==> src/rtl/clk_div_multi_pkg.sv <==
// Shared helpers for the multi-channel clock divider.
package clk_div_multi_pkg;

    // Width of a channel index; a single-channel build still gets a 1-bit select.
    function automatic int chanIdxWidth(input int n);
        return (n <= 1) ? 1 : $clog2(n);
    endfunction

endpackage

==> src/rtl/clk_div_multi_if.sv <==
// Divisor-programming port: write strobe, target channel, new divisor and ready.
interface clk_div_multi_if
    import clk_div_multi_pkg::*;
#(
    parameter int NCH   = 4,
    parameter int WIDTH = 16
);
    localparam int CHW = chanIdxWidth(NCH);

    logic             cfg_we;
    logic [CHW-1:0]   cfg_ch;
    logic [WIDTH-1:0] cfg_div;
    logic             cfg_ready;

    modport master (output cfg_we, output cfg_ch, output cfg_div, input cfg_ready);
    modport slave  (input cfg_we, input cfg_ch, input cfg_div, output cfg_ready);
endinterface

==> src/rtl/clk_div_multi_chan.sv <==
// One divider channel: counter, active and shadow divisor, enable pulse and square wave.
module clk_div_chan #(
    parameter int WIDTH    = 16,
    parameter int DIV_INIT = 1000
) (
    input  logic             clk,
    input  logic             rst,
    input  logic             wr_i,
    input  logic [WIDTH-1:0] div_i,
    input  logic             sync_i,
    output logic             pending_o,
    output logic             en_o,
    output logic             clk_o
);

    logic [WIDTH-1:0] cnt_q, cnt_d;
    logic [WIDTH-1:0] div_q, div_d;
    logic [WIDTH-1:0] shadow_q, shadow_d;
    logic             pending_q, pending_d;
    logic             en_q, en_d;
    logic             clk_q, clk_d;
    logic             wrap;
    logic             apply;
    logic [WIDTH-1:0] divEff;
    logic [WIDTH:0]   halfEff;

    // Next state: a pending divisor swaps in at a wrap, while stopped, or on sync; the high half is sized one bit wider so D=2^WIDTH-1 cannot overflow.
    always_comb begin
        wrap      = (div_q != '0) && (cnt_q == div_q - WIDTH'(1));
        apply     = pending_q && (wrap || (div_q == '0) || sync_i);
        divEff    = apply ? shadow_q : div_q;
        halfEff   = ({1'b0, divEff} + (WIDTH+1)'(1)) >> 1;

        cnt_d     = cnt_q;
        div_d     = divEff;
        shadow_d  = shadow_q;
        pending_d = pending_q;
        en_d      = 1'b0;
        clk_d     = 1'b0;

        if (apply) begin
            pending_d = 1'b0;
        end
        if (wr_i) begin
            shadow_d  = div_i;
            pending_d = 1'b1;
        end

        if (sync_i) begin
            cnt_d = '0;
            en_d  = 1'b0;
            clk_d = (halfEff != '0);
        end else if (apply) begin
            cnt_d = '0;
            en_d  = wrap;
            clk_d = (halfEff != '0);
        end else if (div_q == '0) begin
            cnt_d = '0;
        end else begin
            cnt_d = wrap ? '0 : cnt_q + WIDTH'(1);
            en_d  = wrap;
            clk_d = ({1'b0, cnt_d} < halfEff);
        end
    end

    // State register; reset restores the power-on divisor and drops any staged value.
    always_ff @(posedge clk) begin
        if (rst) begin
            cnt_q     <= '0;
            div_q     <= WIDTH'(DIV_INIT);
            shadow_q  <= '0;
            pending_q <= 1'b0;
            en_q      <= 1'b0;
            clk_q     <= 1'b0;
        end else begin
            cnt_q     <= cnt_d;
            div_q     <= div_d;
            shadow_q  <= shadow_d;
            pending_q <= pending_d;
            en_q      <= en_d;
            clk_q     <= clk_d;
        end
    end

    assign pending_o = pending_q;
    assign en_o      = en_q;
    assign clk_o     = clk_q;

endmodule

==> src/rtl/clk_div_multi.sv <==
// NCH independent programmable clock dividers sharing one config port and one sync input.
module clk_div_multi
    import clk_div_multi_pkg::*;
#(
    parameter int NCH      = 4,
    parameter int WIDTH    = 16,
    parameter int DIV_INIT = 1000
) (
    input  logic                 clk,
    input  logic                 rst,
    clk_div_multi_if.slave       cfg,
    input  logic                 sync,
    output logic [NCH-1:0]       pending,
    output logic [NCH-1:0]       en_o,
    output logic [NCH-1:0]       clk_o
);

    localparam int CHW = chanIdxWidth(NCH);

    logic [NCH-1:0] wrStb;

    // Channel decode: an out-of-range channel matches nothing, so ready stays low and the write is dropped.
    always_comb begin
        cfg.cfg_ready = 1'b0;
        wrStb         = '0;
        for (int i = 0; i < NCH; i++) begin
            if (cfg.cfg_ch == CHW'(i)) begin
                cfg.cfg_ready = ~pending[i];
                wrStb[i]      = cfg.cfg_we & ~pending[i];
            end
        end
    end

    for (genvar g = 0; g < NCH; g++) begin : gChan
        clk_div_chan #(
            .WIDTH    (WIDTH),
            .DIV_INIT (DIV_INIT)
        ) uChan (
            .clk       (clk),
            .rst       (rst),
            .wr_i      (wrStb[g]),
            .div_i     (cfg.cfg_div),
            .sync_i    (sync),
            .pending_o (pending[g]),
            .en_o      (en_o[g]),
            .clk_o     (clk_o[g])
        );
    end

endmodule

==> src/flat_wrapper.sv <==
// flat-port wrapper written by rule: the top's interface ports become plain ports
module clk_div_multi_flat import clk_div_multi_pkg::*;
#(
    parameter int NCH      = 4,
    parameter int WIDTH    = 16,
    parameter int DIV_INIT = 1000
)
  (clk, rst, sync, pending, en_o, clk_o, cfg_cfg_we, cfg_cfg_ch, cfg_cfg_div, cfg_cfg_ready);
  clk_div_multi_if #(.NCH(NCH), .WIDTH(WIDTH)) cfg_i ();
  input  logic clk;
  input  logic rst;
  input  logic sync;
  output logic [NCH-1:0] pending;
  output logic [NCH-1:0] en_o;
  output logic [NCH-1:0] clk_o;
  input wire logic [$bits(cfg_i.cfg_we)-1:0] cfg_cfg_we;
  input wire logic [$bits(cfg_i.cfg_ch)-1:0] cfg_cfg_ch;
  input wire logic [$bits(cfg_i.cfg_div)-1:0] cfg_cfg_div;
  output wire logic [$bits(cfg_i.cfg_ready)-1:0] cfg_cfg_ready;
  assign cfg_i.cfg_we = cfg_cfg_we;
  assign cfg_i.cfg_ch = cfg_cfg_ch;
  assign cfg_i.cfg_div = cfg_cfg_div;
  assign cfg_cfg_ready = cfg_i.cfg_ready;
  clk_div_multi #(.NCH(NCH), .WIDTH(WIDTH), .DIV_INIT(DIV_INIT)) u_core (.clk(clk), .rst(rst), .cfg(cfg_i), .sync(sync), .pending(pending), .en_o(en_o), .clk_o(clk_o));
endmodule
==> config.mk <==
export PLATFORM = sky130hd
export DESIGN_NAME = clk_div_multi_flat
export DESIGN_NICKNAME = d
export VERILOG_FILES = /design/src/rtl/clk_div_multi_pkg.sv /design/src/rtl/clk_div_multi_if.sv /design/src/rtl/clk_div_multi_chan.sv /design/src/rtl/clk_div_multi.sv /design/src/flat_wrapper.sv
export SDC_FILE = /design/constraint.sdc
export NUM_CORES = 1
export LEC_CHECK = 0
export BUFFER_PORTS_ARGS = -buffer_cell sky130_fd_sc_hd__buf_4
export CORE_AREA = 2 2 155 157
export CTS_CLUSTER_DIAMETER = 120
export DETAILED_ROUTE_END_ITERATION = 16
export DIE_AREA = 0 0 157 159
export PLACE_DENSITY = 0.86
export SETUP_SLACK_MARGIN = 0.3
export SLEW_MARGIN = 20
export SYNTH_ARGS = -nofsm -noshare
export SYNTH_HDL_FRONTEND = slang
export SYNTH_SLANG_ARGS = --single-unit
export TNS_END_PERCENT = 1
==> constraint.sdc <==
create_clock -name clk -period 11.3 [get_ports clk]
set_input_delay 0.565 -clock clk [delete_from_list [all_inputs] [get_ports clk]]
set_output_delay 0.565 -clock clk [all_outputs]
set_load 0.1 [all_outputs]
== Word-level counts from Yosys, hierarchy flattened ==
Cells that the tools add are included.
Word-level totals
  register bits after elaboration: 204
  input bits: 22
  output and inout bits: 13
  word-level logic and storage cells: 137
Operators by class
  add/subtract/negate cells: 12
  $lt $le $gt $ge: 4
  equal/unequal tests: 7
  multiplexer cells: 44
  bitwise gates (word level): 8
  reduce and logical (&&, ||, !) cells: 38
Operators by type and width (number)
  $mux 16: 8
  $add 16x1->17 const B: 4
  $reduce_bool 17->1: 4
  $add 16x1->16 const B: 4
  $eq 16x16->1: 4
  $logic_not 16->1: 4
  $lt 16x16->1: 4
  $reduce_bool 16->1: 4
  $sub 16x1->16 const B: 4
  $mux 1: 36
  $reduce_or 4->1: 4
  $logic_and 1x1->1: 8
  $logic_or 1x1->1: 8
  $reduce_bool 2->1: 4
  $and 1x1->1: 4
  $eq 2x2->1 const B: 2
  $not 1->1: 4
  $eq 2x1->1 const B: 1
  $logic_not 2->1: 1
  $reduce_or 2->1: 1

== Logic depth before layout (Yosys ltp) ==
Gate-level depths: netlist (run 1).
  depth in word-level cells: 12
  mapped depth: 31

== Cells and area by module ==
From an unflattened synthesis (run 1), not the netlist that was laid out.
Second synthesis, totals
  cells, all modules: 1989
  area total of the unflattened synthesis: 15966.6 um^2
By module, submodules not included
  clk_div_chan at u_core.gChan[0].uChan ...: instances 2, cells an instance 498, area an instance 4067.7 um^2
  clk_div_chan at u_core.gChan[3].uChan: instances 1, cells an instance 497, area an instance 3911.3 um^2
  clk_div_chan at u_core.gChan[1].uChan: instances 1, cells an instance 489, area an instance 3858.7 um^2
  clk_div_multi: instances 1, cells an instance 7, area an instance 61.3 um^2

== Worst setup path before layout (run 1) ==
Ideal clock, no wire load.
  path kind: register -> register
  start: register u_core.gChan[0].uChan.div_q[6]
  end: register u_core.gChan[0].uChan.clk_q
  arrival: 6.208 ns
  required time: 11.185 ns
  path slack: 4.977 ns
  stages on the path, launching flop included: 26
  period minus slack after synthesis: 6.323 ns
  path through: dfxtp_1 buf_6 or4_4 or4_4 nor4_1 a31oi_1 nand4b_1 o31ai_1 buf_2 buf_2 nand2_1 o21ai_0 ha_1 and2_1 nor3b_1 nand3_1 xor2_1 mux2_2 ha_1 and4_1 nand2_1 or2_2 or4_4 a22oi_1 or4b_1 o21a_1
Between the ends
  cells in the longest elaborated chain, start to end: 12
RTL lines
  from (decl): RTL line clk_div_multi_chan.sv:17  | logic [WIDTH-1:0] div_q, div_d;
  from (signal assigned): RTL line clk_div_multi_chan.sv:70  | div_q <= WIDTH'(DIV_INIT);
  from (signal assigned): RTL line clk_div_multi_chan.sv:77  | div_q <= div_d;
  $sub 16x1->16: RTL line clk_div_multi_chan.sv:29  | wrap = (div_q != '0) && (cnt_q == div_q - WIDTH'(1));
  $eq 16x16->1: RTL line clk_div_multi_chan.sv:29
  $logic_and 1x1->1: RTL line clk_div_multi_chan.sv:29
  $logic_or 1x1->1 * (2 in a row): RTL line clk_div_multi_chan.sv:30  | apply = pending_q && (wrap || (div_q == '0) || sync_i);
  $logic_and 1x1->1 *: RTL line clk_div_multi_chan.sv:30
  $mux 16 *: RTL line clk_div_multi_chan.sv:31  | divEff = apply ? shadow_q : div_q;
  net u_core.gChan[0].uChan.divEff[1]: RTL line clk_div_multi_chan.sv:24  | logic [WIDTH-1:0] divEff;
  $add 16x1->17 *: RTL line clk_div_multi_chan.sv:32  | halfEff = ({1'b0, divEff} + (WIDTH+1)'(1)) >> 1;
  $lt 16x16->1: RTL line clk_div_multi_chan.sv:62  | clk_d = ({1'b0, cnt_d} < halfEff);
  $mux 1: RTL line clk_div_multi_chan.sv:57  | end else if (div_q == '0) begin
  $mux 1: RTL line clk_div_multi_chan.sv:53  | end else if (apply) begin
  $mux 1 *: RTL line clk_div_multi_chan.sv:49  | if (sync_i) begin
  to (signal assigned): RTL line clk_div_multi_chan.sv:81  | clk_q <= clk_d;
  to (decl): RTL line clk_div_multi_chan.sv:21  | logic clk_q, clk_d;
The timed path passes the listed nets; every way through them passes the cells marked *.
A chain may end at the register's enable or synchronous reset.

== Worst setup path after layout (run 1) ==
  start: register u_core.gChan[3].uChan.div_q[0]
  end: register u_core.gChan[3].uChan.clk_q
Between the ends
  cells in the longest elaborated chain, start to end: 12
RTL lines (RTL line)
  from (decl): clk_div_multi_chan.sv:17
  from (signal assigned): clk_div_multi_chan.sv:70
  from (signal assigned): clk_div_multi_chan.sv:77
  $sub 16x1->16: clk_div_multi_chan.sv:29
  $eq 16x16->1: clk_div_multi_chan.sv:29
  $logic_and 1x1->1: clk_div_multi_chan.sv:29
  $logic_or 1x1->1 * (2 in a row): clk_div_multi_chan.sv:30
  $logic_and 1x1->1 *: clk_div_multi_chan.sv:30
  $mux 16 *: clk_div_multi_chan.sv:31
  net u_core.gChan[3].uChan.divEff[1]: clk_div_multi_chan.sv:24
  $add 16x1->17 *: clk_div_multi_chan.sv:32
  $lt 16x16->1: clk_div_multi_chan.sv:62
  $mux 1: clk_div_multi_chan.sv:57
  $mux 1: clk_div_multi_chan.sv:53
  $mux 1 *: clk_div_multi_chan.sv:49
  to (signal assigned): clk_div_multi_chan.sv:81
  to (decl): clk_div_multi_chan.sv:21
Marks and branches as above.

==> results.md, run 1 <==
- Vias in the first global route: 13090
- Gate Count Post-Synth: 1967
- Fin. Hold Viols: 0
- Crit path arrival time: 7280 ps
- Iteration-0 DRC Markers: 1643
- Die X-Extent: 157 um
- Worst slew pin tran: 826.0 ps
- Clock Sinks: 204
- Switch share: 24.50%
- Post-synth ARST share: 0%
- Met1 Usage GRT: 42.95%
- Largest net degree at the start of global routing: 73
- Top cell type's share of synthesized area: 27.51%
- # DRC: 0
- Clk slew on worst S/H paths: 70 ps
- Core Footprint: 23190 um^2
- Overflow after GRT: 0
- Final Core Density: 68.55%
- First-pass GRT wire length: 65580 um
- Mean routed wirelength per cell: 17.88 um
- Post-route cell area: 15900 um^2
- CP Class: flip-flop to flip-flop
- Placed instance count: 2187
- Initial Utilization: 64.00%
- Root Buffer: clkbuf_16
- EDFF count, synth: 0
- Comb pwr share: 7.4%
- Xor/xnor share of the synthesized area: 14.46%
- Final Max Tran Viols: 0
- Max Root-Sink Buffers: 3
- Dpl ws: 4633 ps
- CTS Buf Count: 24
- DP Area: 15010 um^2
- Sequential element share of the synthesized area: 27.51%
- Simple logic cell fraction of the synthesized area: 29.94%
- Leak Pwr: 6.156 nW
- Clock Power Share: 48.9%
- Hold Slack: 332.1 ps
- Total setup buffers inserted after CTS: 0
- Largest family of logic cells by synthesized area: simple AND/OR/NAND/NOR gates
- Via density: 6.200
- Mapped Avg Cell Area: 7.546 um^2
- Initial antenna violation count: 0
- Final Setup Violations: 0
- Worst min-delay path class: primary input to flip-flop
- Die Y: 159 um
- GRT met3 Usage: 3.375%
- Router iterations before antenna repair: 6
- Vias: 13830
- Fin crit share: 60.53%
- Gr usage total: 31.83%
- Main area contributors after synthesis: dfxtp_1 (28%), xnor2_1 (7.6%), nand2_1 (7.0%), xor2_1 (6.8%), ha_1 (6.1%)
- I/O Pins: 35
- Maximum vdd ir drop: 0.1340 mV
- Non-filler cells, final: 2231
- Total negative setup slack: 0 ps
- ANT nets after route: 0
- Tot Pwr: 1.736 mW
- Crit path launch type: flip-flop
- Max-cap violations: 0
- Worst skew pair latency: 530 ps
- CP Max Fanout: 29
- Top post-synthesis cells by count: nand2_1 (278), dfxtp_1 (204), nor2_1 (192)
- Area grow syn2layout: 7.115%
- # rows: 56
- Clock Skews: 18.46 ps
- Data required, critical path: 11740 ps
- Resize count post-CTS: 0
- Ant diodes: 0
- H-tree Lvls: 1
- M2 GR Usage: 52.49%
- Global routing's busiest layer: met2
- Clock period minus worst slack: 6839 ps
- Seq pwr share: 43.7%
- Post-synthesis cell type count: 66
- Ys Warns: 0
- Crit-path max cell delay: 660 ps
- Synthesized area: 14840 um^2
- Most frequent CP cell: a21o_1
- Most frequent cell after synthesis: nand2_1
- Status: complete, no violations
- Synth Area in Adders: 6.069%
- Setup slack after layout: 4461 ps
- #FFs+latches synth: 204
- Switching power: 0.4252 mW
- HPWL Detailed: 29690 um
- Fmax: 0.1462 GHz
- Detailed Route WL: 39890 um
- Slowest cell on the critical path: or4_1
- Final nets: 1988
- Power Dens Cells: 109.2 nW/um^2
- Mux share of post-synthesis cell area: 6.010%
- Share of post-route cells with drive strength above 1: 7.270%
- Most common flop cell mapped by yosys: dfxtp_1
- Nature of the critical path endpoint: flip-flop
- Slew margin rel.: 44.42%
- Pint: 1.311 mW
- Die area: 24960 um^2
- Compound-cell area share of the yosys netlist: 11.08%
- Synthesized net count: 2061
- Synth area leader: dfxtp_1
- Hold_buf cts: 0
- Port bufs: 34
- GPL Wtd Cong: 0.9232
- RSZ-0062 raised after global routing: false
- TritonCTS clock tree: yes
[cell families after synthesis]
| kind of cell | count (synthesis) |
|---|---|
| AOI/OAI and AO/OA | 267 |
| xor gates and xnor gates | 245 |
| adders and majority gates | 72 |
| buffers and inverters | 176 |
| DFF | 204 |
| muxes | 86 |
| and+or+nand+nor | 917 |
[flip-flops by register name (all words and copies together), names as in the netlist]
signal                        cells
u_core.gChan.uChan.shadow_q      64
u_core.gChan.uChan.pending_o      4
u_core.gChan.uChan.en_o           4
u_core.gChan.uChan.clk_o          4
u_core.gChan.uChan.cnt_q         64
u_core.gChan.uChan.div_q         64
[per-layer routing]
layer	share of wire (%)	wire, um
met2	47	18780
met4	4.0	1601
met3	6.7	2664
met1	42	16850
met5	0	0
[cell type report]
class,instances,area (um^2)
Clock inverter,12,167.7
Timing Repair Buffer,46,345.3
Sequential cell,204,4084
Inverter,31,116.4
Fill cell,1871,7293
Multi-Input combinational cell,1587,10070
Tap cell,319,399.1
Clock buffer,32,711.9
[worst max-delay path, delay by kind of cell (launching register included)]
| kind | cells | cell delay (ps) |
|---|---|---|
| xor gates and xnor gates | 1 | 160 |
| adders and majority gates | 3 | 960 |
| DFF | 1 | 360 |
| AOI/OAI and AO/OA | 12 | 2180 |
| and+or+nand+nor | 9 | 2440 |
| muxes | 1 | 270 |
| buffers and inverters | 2 | 410 |
[power groups by stage]
| stage | registers [mW] | logic [mW] | clock network (mW) |
|---|---|---|---|
| 3_5_place_dp | 0.773 | 0.126 | 0 |
| 3_3_place_gp | 0.772 | 0.123 | 0 |
| 6_report | 0.758 | 0.129 | 0.848 |
| 5_1_grt | 0.761 | 0.139 | 0.882 |
| 2_1_floorplan | 0.759 | 0.101 | 0 |
| 4_1_cts | 0.758 | 0.127 | 0.859 |
[final timing paths]
kind	end	cells past startpoint	startpoint	slack (ps)
max	u_core.gChan[3].uChan.clk_o	28	u_core.gChan[3].uChan.div_q[0]	4460
min	u_core.gChan[0].uChan.shadow_q[8]	3	cfg_cfg_div[8]	330
max reg2reg	u_core.gChan[3].uChan.clk_o	28	u_core.gChan[3].uChan.div_q[0]	4460
min reg2reg	u_core.gChan[3].uChan.shadow_q[8]	2	u_core.gChan[3].uChan.shadow_q[8]	490
[cells in the final DEF (no fill, tap or decap), types with 25 or more instances in the layout]
| cell type | n |
|---|---|
| a21oi_1 | 108 |
| and3_1 | 43 |
| buf_4 | 46 |
| clkbuf_16 | 25 |
| dfxtp_1 | 204 |
| ha_1 | 72 |
| inv_1 | 31 |
| mux2_2 | 25 |
| mux2i_1 | 61 |
| nand2_1 | 278 |
| nand3_1 | 102 |
| nand4_1 | 50 |
| nor2_1 | 191 |
| nor3_1 | 106 |
| o21ai_0 | 53 |
| xnor2_1 | 129 |
| xor2_1 | 116 |
No activity file was read; power rests on OpenSTA's default activity.
==> run 2, diff against run 1 <==
--- a/config.mk
+++ b/config.mk
@@ -5,12 +5,13 @@
 export SDC_FILE = /design/constraint.sdc
 export NUM_CORES = 1
 export LEC_CHECK = 0
+export ABC_AREA = 1
 export BUFFER_PORTS_ARGS = -buffer_cell sky130_fd_sc_hd__buf_4
-export CORE_AREA = 2 2 155 157
+export CORE_AREA = 2 2 165 167
 export CTS_CLUSTER_DIAMETER = 120
 export DETAILED_ROUTE_END_ITERATION = 16
-export DIE_AREA = 0 0 157 159
-export PLACE_DENSITY = 0.86
+export DIE_AREA = 0 0 167 169
+export PLACE_DENSITY = 0.82
 export SETUP_SLACK_MARGIN = 0.3
 export SLEW_MARGIN = 20
 export SYNTH_ARGS = -nofsm -noshare
==> constraint.sdc (replaced) <==
create_clock -name clk -period 5.65 [get_ports clk]
set_input_delay 0.2825 -clock clk [delete_from_list [all_inputs] [get_ports clk]]
set_output_delay 0.2825 -clock clk [all_outputs]
set_load 0.1 [all_outputs]
==> run 2 against run 1 <==
Effect of this change: synthesized cell count rose by 25%; global-route usage fell by 3.1 points; worst hold slack got worse by 290 ps; final area rose by 2.7%; critical path depth did not move; sequential share of layout area fell by 0.68 points; clock skew fell by 2.1 ps; sequential power rose by 100%; clock power rose by 90%; largest cell class unchanged.
==> results.md, run 2 <==
- GPL Wtd Cong: 0.9528 (+3.2%)
- Synth area leader: dfxtp_1
- Detailed Route WL: 40880 um (+2.5%)
- CP Max Fanout: 16 (-45%)
- Share of post-route cells with drive strength above 1: 8.797% (+1.5 points)
- Router iterations before antenna repair: 7 (+1)
- Most common flop cell mapped by yosys: dfxtp_1
- Power Dens Cells: 212.1 nW/um^2 (+94%)
- Overflow after GRT: 0 (unchanged)
- Register Area: 4084 um^2 (unchanged)
- M2 GR Usage: 48.60% (-3.9 points)
- Commonest non-fill, non-tap cells in the layout: nand2_1 (683), nor2_1 (399), inv_1 (297), nand3_1 (208), dfxtp_1 (204)
- Post-route cell area: 16330 um^2 (+2.7%)
- Fin crit share: 82.15% (+22 points)
- Pint: 2.537 mW (+94%)
- Synthesized net count: 2557 (+24%)
- Most common cell after layout, fill and taps aside: nand2_1
- Die Y: 169 um (+6.3%)
- Initial antenna violation count: 0 (unchanged)
- Largest net degree at the start of global routing: 51 (-30%)
- H-tree Lvls: 1 (unchanged)
- Most frequent cell after synthesis: nand2_1
- Gate Count Post-Synth: 2463 (+25%)
- Clock Skews: 16.33 ps (-2.129 ps)
- Final nets: 2555 (+29%)
- HPWL Detailed: 31440 um (+5.9%)
- Fin. Hold Viols: 0 (unchanged)
- Root Buffer: clkbuf_16
- Crit-path max cell delay: 410 ps (-250 ps)
- Final Setup Violations: 0 (unchanged)
- Leak Pwr: 8.387 nW (+36%)
- First-pass GRT wire length: 68030 um (+3.7%)
- ANT nets after route: 0 (unchanged)
- Total negative setup slack: 0 ps (unchanged)
- Worst slew pin tran: 911.8 ps (+85.78 ps)
- Clock period minus worst slack: 4642 ps (-2198 ps)
- Crit path arrival time: 5070 ps (-2210 ps)
- Resize count post-CTS: 0 (unchanged)
- Met1 Usage GRT: 38.87% (-4.1 points)
- Area grow syn2layout: 7.807%
- Final Max Tran Viols: 0 (unchanged)
- Main area contributors after synthesis: dfxtp_1 (27%), nand2_1 (17%), nor2_1 (9.9%), inv_1 (7.4%), nand3_1 (6.9%)
- # DRC: 0 (unchanged)
- Total setup buffers inserted after CTS: 0 (unchanged)
- Worst skew pair latency: 540 ps (about the same)
- Slowest cell on the critical path: dfxtp_1
- GRT met3 Usage: 2.876% (-0.50 points)
- Global routing's busiest layer: met2
- Die X-Extent: 167 um (+6.4%)
- Port bufs: 34 (unchanged)
- Clock Sinks: 204 (unchanged)
- Maximum vdd ir drop: 0.2771 mV (+110%)
- I/O Pins: 35 (unchanged)
- Initial Utilization: 57.15% (-6.8 points)
- Vias in the first global route: 14480 (+11%)
- RSZ-0062 raised after global routing: false
- Post-synthesis cell type count: 49 (-26%)
- DP Area: 15500 um^2 (+3.2%)
- Switch share: 26.74% (+2.2 points)
- Via density: 5.457 (-12%)
- Slew margin rel.: 38.99% (-5.4 points)
- TritonCTS clock tree: yes
- CTS Buf Count: 24 (unchanged)
- CP Class: flip-flop to flip-flop
- Most frequent CP cell: nand2_1
- Top post-synthesis cells by count: nand2_1 (683), nor2_1 (399), inv_1 (298)
- Iteration-0 DRC Markers: 1230 (-25%)
- Crit path launch type: flip-flop
- Gr usage total: 28.70% (-3.1 points)
- Vias: 15380 (+11%)
- Biggest regs: u_core.gChan.uChan.cnt_q: 64 flops, u_core.gChan.uChan.div_q: 64 flops, u_core.gChan.uChan.shadow_q: 64 flops
- Post-synth ARST share: 0% (unchanged)
- #FFs+latches synth: 204 (unchanged)
- Mean routed wirelength per cell: 14.50 um (-19%)
- # rows: 60 (+7.1%)
- Seq pwr share: 43.8% (about the same)
- Top cell type's share of synthesized area: 26.96% (-0.55 points)
- Synthesized area: 15150 um^2 (+2.0%)
- Area of the multi-input gates: 9487 um^2 (-5.8%)
- Status: complete, no violations
- EDFF count, synth: 0 (unchanged)
- Switching power: 0.9258 mW (+120%)
- Max Root-Sink Buffers: 3 (unchanged)
- Nature of the critical path endpoint: flip-flop
- Fillers: 2525 (+35%)
- Die area: 28220 um^2 (+13%)
- Hold Slack: 37.57 ps (-294.5 ps)
- Mapped Avg Cell Area: 6.149 um^2 (-19%)
- Clk slew on worst S/H paths: 70 ps (about the same)
- Ant diodes: 0 (unchanged)
- Clock Power Share: 46.5% (-2.4 points)
- Fmax: 0.2154 GHz (+47%)
- Core Footprint: 26500 um^2 (+14%)
- Data required, critical path: 6080 ps (-5660 ps)
- Max-cap violations: 0 (unchanged)
- Comb pwr share: 9.7% (+2.3 points)
- Hold_buf cts: 0 (unchanged)
- Worst min-delay path class: primary input to flip-flop
- Ys Warns: 0 (unchanged)
- Sequential element share of the synthesized area: 26.96% (-0.55 points)
-- run 2: cell count changes in the layout (fill, tap and decap cells not counted), moves of 24 or more --
| cell | before | now |
|---|---|---|
| xnor2_1 | 129 | 36 |
| o21ai_0 | 53 | 96 |
| nand2_2 | 0 | 24 |
| a21oi_1 | 108 | 46 |
| xor2_1 | 116 | 55 |
| mux2_2 | 25 | 0 |
| nand2_1 | 278 | 683 |
| mux2i_1 | 61 | 0 |
| nor3_1 | 106 | 41 |
| nand3_1 | 102 | 208 |
| and3_1 | 43 | 1 |
| nor2_1 | 191 | 399 |
| inv_1 | 31 | 297 |
| nor2_2 | 0 | 38 |
-- run 2: metrics by stage --
step / setup slack (ps) / util, % / cells / total power [mW]
floorplan: 1955 / - / 2463 / 1.786
global placement: 1141 / 58.48 / 2776 / 1.869
detailed placement: 1061 / 58.48 / 2776 / 1.876
CTS: 1027 / 61.61 / 2819 / 3.487
global route: 461.9 / 61.61 / 2819 / 3.589
finish: 1008 / 61.61 / 2819 / 3.463
-- run 2: kinds of logic after synthesis --
kind of cell	after synthesis	synth area share, %
AO/OA/AOI/OAI	176	6.254
buffers and inverters	390	10.43
XOR/XNOR	91	5.262
AND/OR/NAND/NOR	1530	45.14
adder cells (fa/ha/maj)	72	5.948
flip-flops	204	26.96
-- run 2: worst paths after layout --
| check | end | slack [ps] | depth (start not counted) | from |
|---|---|---|---|---|
| min reg2reg | u_core.gChan[0].uChan.shadow_q[5] | 470 | 2 | u_core.gChan[0].uChan.shadow_q[5] |
| min | u_core.gChan[1].uChan.shadow_q[11] | 40 | 3 | cfg_cfg_div[11] |
| max | u_core.gChan[3].uChan.clk_o | 1010 | 28 | u_core.gChan[3].uChan.div_q[0] |
| max reg2reg | u_core.gChan[3].uChan.clk_o | 1010 | 28 | u_core.gChan[3].uChan.div_q[0] |
-- run 2: final cells by class --
cell class / instances / area share (%)
multi-input cells: 1869 / 58.10
inverters: 324 / 7.448
well taps: 341 / 2.613
repair buffers: 38 / 1.747
clock inverters: 11 / 0.7893
flip-flops and latches: 204 / 25.01
clock buffers: 32 / 4.291
-- run 2: worst max-delay path, delay by kind of cell, from the launching register on --
kind | cells | cell delay, ps
AO/OA/AOI/OAI | 6 | 970
adder cells (fa/ha/maj) | 3 | 780
flip-flops | 1 | 410
buffers and inverters | 2 | 100
AND/OR/NAND/NOR | 17 | 2280
-- run 2: power by group through the flow --
| stage | registers, mW | clock network (mW) | logic [mW] |
|---|---|---|---|
| floorplan | 1.53 | 0 | 0.258 |
| global placement | 1.54 | 0 | 0.324 |
| detailed placement | 1.55 | 0 | 0.330 |
| CTS | 1.51 | 1.64 | 0.333 |
| global route | 1.52 | 1.70 | 0.375 |
| finish | 1.52 | 1.61 | 0.337 |
-- run 2: metal layers --
layer,vias to the layer above,share of wire (%)
li1,7786,-
met1,6990,45
met2,517,46
met3,90,6.5
met4,0,2.6
met5,-,0
==> run 3, diff against run 2 <==
--- a/config.mk
+++ b/config.mk
@@ -5,12 +5,12 @@
 export SDC_FILE = /design/constraint.sdc
 export NUM_CORES = 1
 export LEC_CHECK = 0
-export ABC_AREA = 1
+export ABC_AREA = 0
 export BUFFER_PORTS_ARGS = -buffer_cell sky130_fd_sc_hd__buf_4
-export CORE_AREA = 2 2 165 167
+export CORE_AREA = 2 2 163 165
 export CTS_CLUSTER_DIAMETER = 120
 export DETAILED_ROUTE_END_ITERATION = 16
-export DIE_AREA = 0 0 167 169
+export DIE_AREA = 0 0 165 167
 export PLACE_DENSITY = 0.82
 export SETUP_SLACK_MARGIN = 0.3
 export SLEW_MARGIN = 20
==> constraint.sdc (replaced) <==
create_clock -name clk -period 3.96 [get_ports clk]
set_input_delay 0.198 -clock clk [delete_from_list [all_inputs] [get_ports clk]]
set_output_delay 0.198 -clock clk [all_outputs]
set_load 0.1 [all_outputs]
==> run 3 against run 2 <==
Effect of this change: the run now ends with setup timing left; sequential share of layout area fell by 3.5 points; setup slack worse by 2800 ps; first-iteration DRC count grew 32%; non-clock buffer count grew 364; clock skew fell by 3.8 ps; register-to-register slack worse by 2800 ps; sequential cell count unchanged; routed wire length increased by 17%; sequential power rose by 41%; count of clock-buffer cells in the layout is 1 lower; clock power grew 47%; final area is 16% higher; largest power group unchanged.
==> results.md, run 3 (synthesized netlist as in run 1, its figures left out) <==
- H-tree Lvls: 1 (unchanged)
- Crit-path max cell delay: 540 ps (+130 ps)
- ANT nets after route: 0 (unchanged)
- Router iterations before antenna repair: 6 (-1)
- Clock period minus worst slack: 5787 ps (+1145 ps)
- CTS Buf Count: 24 (unchanged)
- Final nets: 2344 (-8.3%)
- Worst min-delay path class: primary input to flip-flop
- Fin. Hold Viols: 0 (unchanged)
- Vias in the first global route: 15730 (+8.6%)
- Die X-Extent: 165 um (-1.2%)
- Fillers: 1748 (-31%)
- Most frequent CP cell: or4_4
- # DRC: 0 (unchanged)
- Final Setup Violations: 4 (+4)
- Initial antenna violation count: 0 (unchanged)
- Max Root-Sink Buffers: 3 (unchanged)
- Area grow syn2layout: 28.10%
- Port bufs: 34 (unchanged)
- Post-route cell area: 19010 um^2 (+16%)
- Clock Sinks: 204 (unchanged)
- RSZ-0062 raised after global routing: true
- Crit path launch type: flip-flop
- Fin crit share: 146.1% (+64 points)
- Slew margin rel.: 41.88% (+2.9 points)
- Final Max Tran Viols: 0 (unchanged)
- Share of post-route cells with drive strength above 1: 23.81% (+15 points)
- Clock Skews: 12.52 ps (-3.810 ps)
- CP cell instances: or4_4 > or4_4 > o41a_1 > a31oi_1 > nand4b_1 > o31ai_4 > buf_4 > o21ai_2 > ha_2 > buf_4 > and2_4 > nor3b_4 > nand3_1 > xor2_1 > mux2_4 > ha_4 > and4_1 > nand2_1 > or2_4 > or4_4 > a22oi_2 > or4b_1 > o21a_1
- Max-cap violations: 0 (unchanged)
- Overflow after GRT: 0 (unchanged)
- Gr usage total: 33.74% (+5.0 points)
- Core Footprint: 25760 um^2 (-2.8%)
- Vias: 15920 (+3.5%)
- Data required, critical path: 4390 ps (-1690 ps)
- # rows: 59 (-1.7%)
- Maximum vdd ir drop: 0.3907 mV (+41%)
- Ant diodes: 0 (unchanged)
- CP Class: flip-flop to flip-flop
- Die Y: 167 um (-1.2%)
- Leak Pwr: 8.015 nW (-4.4%)
- DP Area: 17440 um^2 (+13%)
- Nature of the critical path endpoint: flip-flop
- Commonest non-fill, non-tap cells in the layout: buf_4 (380), nand2_1 (277), dfxtp_1 (201), nor2_1 (184), xnor2_1 (126)
- Die area: 27560 um^2 (-2.4%)
- Violated checks: setup timing
- Initial Utilization: 57.61% (+0.46 points)
- Most common cell after layout, fill and taps aside: buf_4
- I/O Pins: 35 (unchanged)
- HPWL Detailed: 33950 um (+8.0%)
- Largest net degree at the start of global routing: 84 (+65%)
- Cell family with the largest share of critical-path delay: simple AND/OR/NAND/NOR gates
- Worst skew pair latency: 540 ps (about the same)
- Setup slack after layout: -1827 ps (-2835 ps)
- Detailed Route WL: 47830 um (+17%)
- Power Dens Cells: 262.8 nW/um^2 (+24%)
- Via density: 6.115 (+12%)
- Mean routed wirelength per cell: 18.37 um (+27%)
- TritonCTS clock tree: yes
- Final Core Density: 73.80% (+12 points)
- First-pass GRT wire length: 76250 um (+12%)
- Buf/Inv on CP: 2 (unchanged)
- Biggest regs: u_core.gChan.uChan.cnt_q: 64 flops, u_core.gChan.uChan.div_q: 64 flops, u_core.gChan.uChan.shadow_q: 64 flops
- Fmax: 0.1728 GHz (-20%)
- Worst slew pin tran: 871.8 ps (-40.04 ps)
- Clk slew on worst S/H paths: 60 ps (about the same)
- GPL Wtd Cong: 0.9427 (-1.1%)
- Crit path arrival time: 6210 ps (+1140 ps)
- Iteration-0 DRC Markers: 1623 (+32%)
- Slowest cell on the critical path: or4_4
- Root Buffer: clkbuf_16
- Status: finished with violations
- CP Max Fanout: 4 (-12)
run 3: path summary, 6_finish.rpt:
kind	start	end	slack, ps	cells past startpoint
setup / recovery	u_core.gChan[0].uChan.div_q[5]	u_core.gChan[0].uChan.clk_o	-1830	23
hold / removal	rst	u_core.gChan[0].uChan.div_q[4]	90	2
setup reg to reg	u_core.gChan[0].uChan.div_q[5]	u_core.gChan[0].uChan.clk_o	-1830	23
hold reg to reg	u_core.gChan[1].uChan.shadow_q[1]	u_core.gChan[1].uChan.shadow_q[1]	480	2
run 3: timing repair:
action / in CTS / in global routing
setup buffers: 27 / 4
pin swaps: 18 / 22
hold endpoints to repair: 59 / 0
setup endpoints to repair: 11 / 24
hold buffers: 16 / 0
gates resized for setup: 48 / 30
run 3: layout make-up:
type	count	area, um^2	area share, %
well taps	335	419.2	2.204
repair buffers	402	3124	16.43
clock inverters	13	161.4	0.8489
flip-flops and latches	204	4088	21.50
multi-input cells	1587	10420	54.79
inverters	31	116.4	0.6120
clock buffers	31	688.2	3.619
run 3: per-layer routing:
| metal | GRT usage, % | wire, um | up-vias |
|---|---|---|---|
| li1 | - | - | 7414 |
| met1 | 42.31 | 19160 | 7432 |
| met2 | 56.96 | 22440 | 865 |
| met3 | 4.359 | 3775 | 206 |
| met4 | 15.95 | 2451 | 0 |
| met5 | 0 | 0 | - |
run 3: where the power goes:
group	leakage [nW]	internal [mW]	switching, mW	total (mW)
sequential	1.65	2.09	0.0495	2.14
clock	0.407	1.43	0.943	2.37
combinational	5.95	0.187	0.299	0.486
total	8.01	3.71	1.29	5.00
run 3: stage by stage:
step	total power [mW]	cells	setup WS [ps]	hold WS, ps	TNS, ps
final	4.997	2603	-1827	85.57	-6692
after global routing	5.114	2603	-2018	105.7	-7801
after CTS	4.985	2599	-1734	62.69	-6784
after detailed placement	2.622	2512	-2009	460.4	-7554
after global placement	2.608	2512	-1896	457.7	-6779
after floorplan	2.455	1967	-1981	334.0	-7299
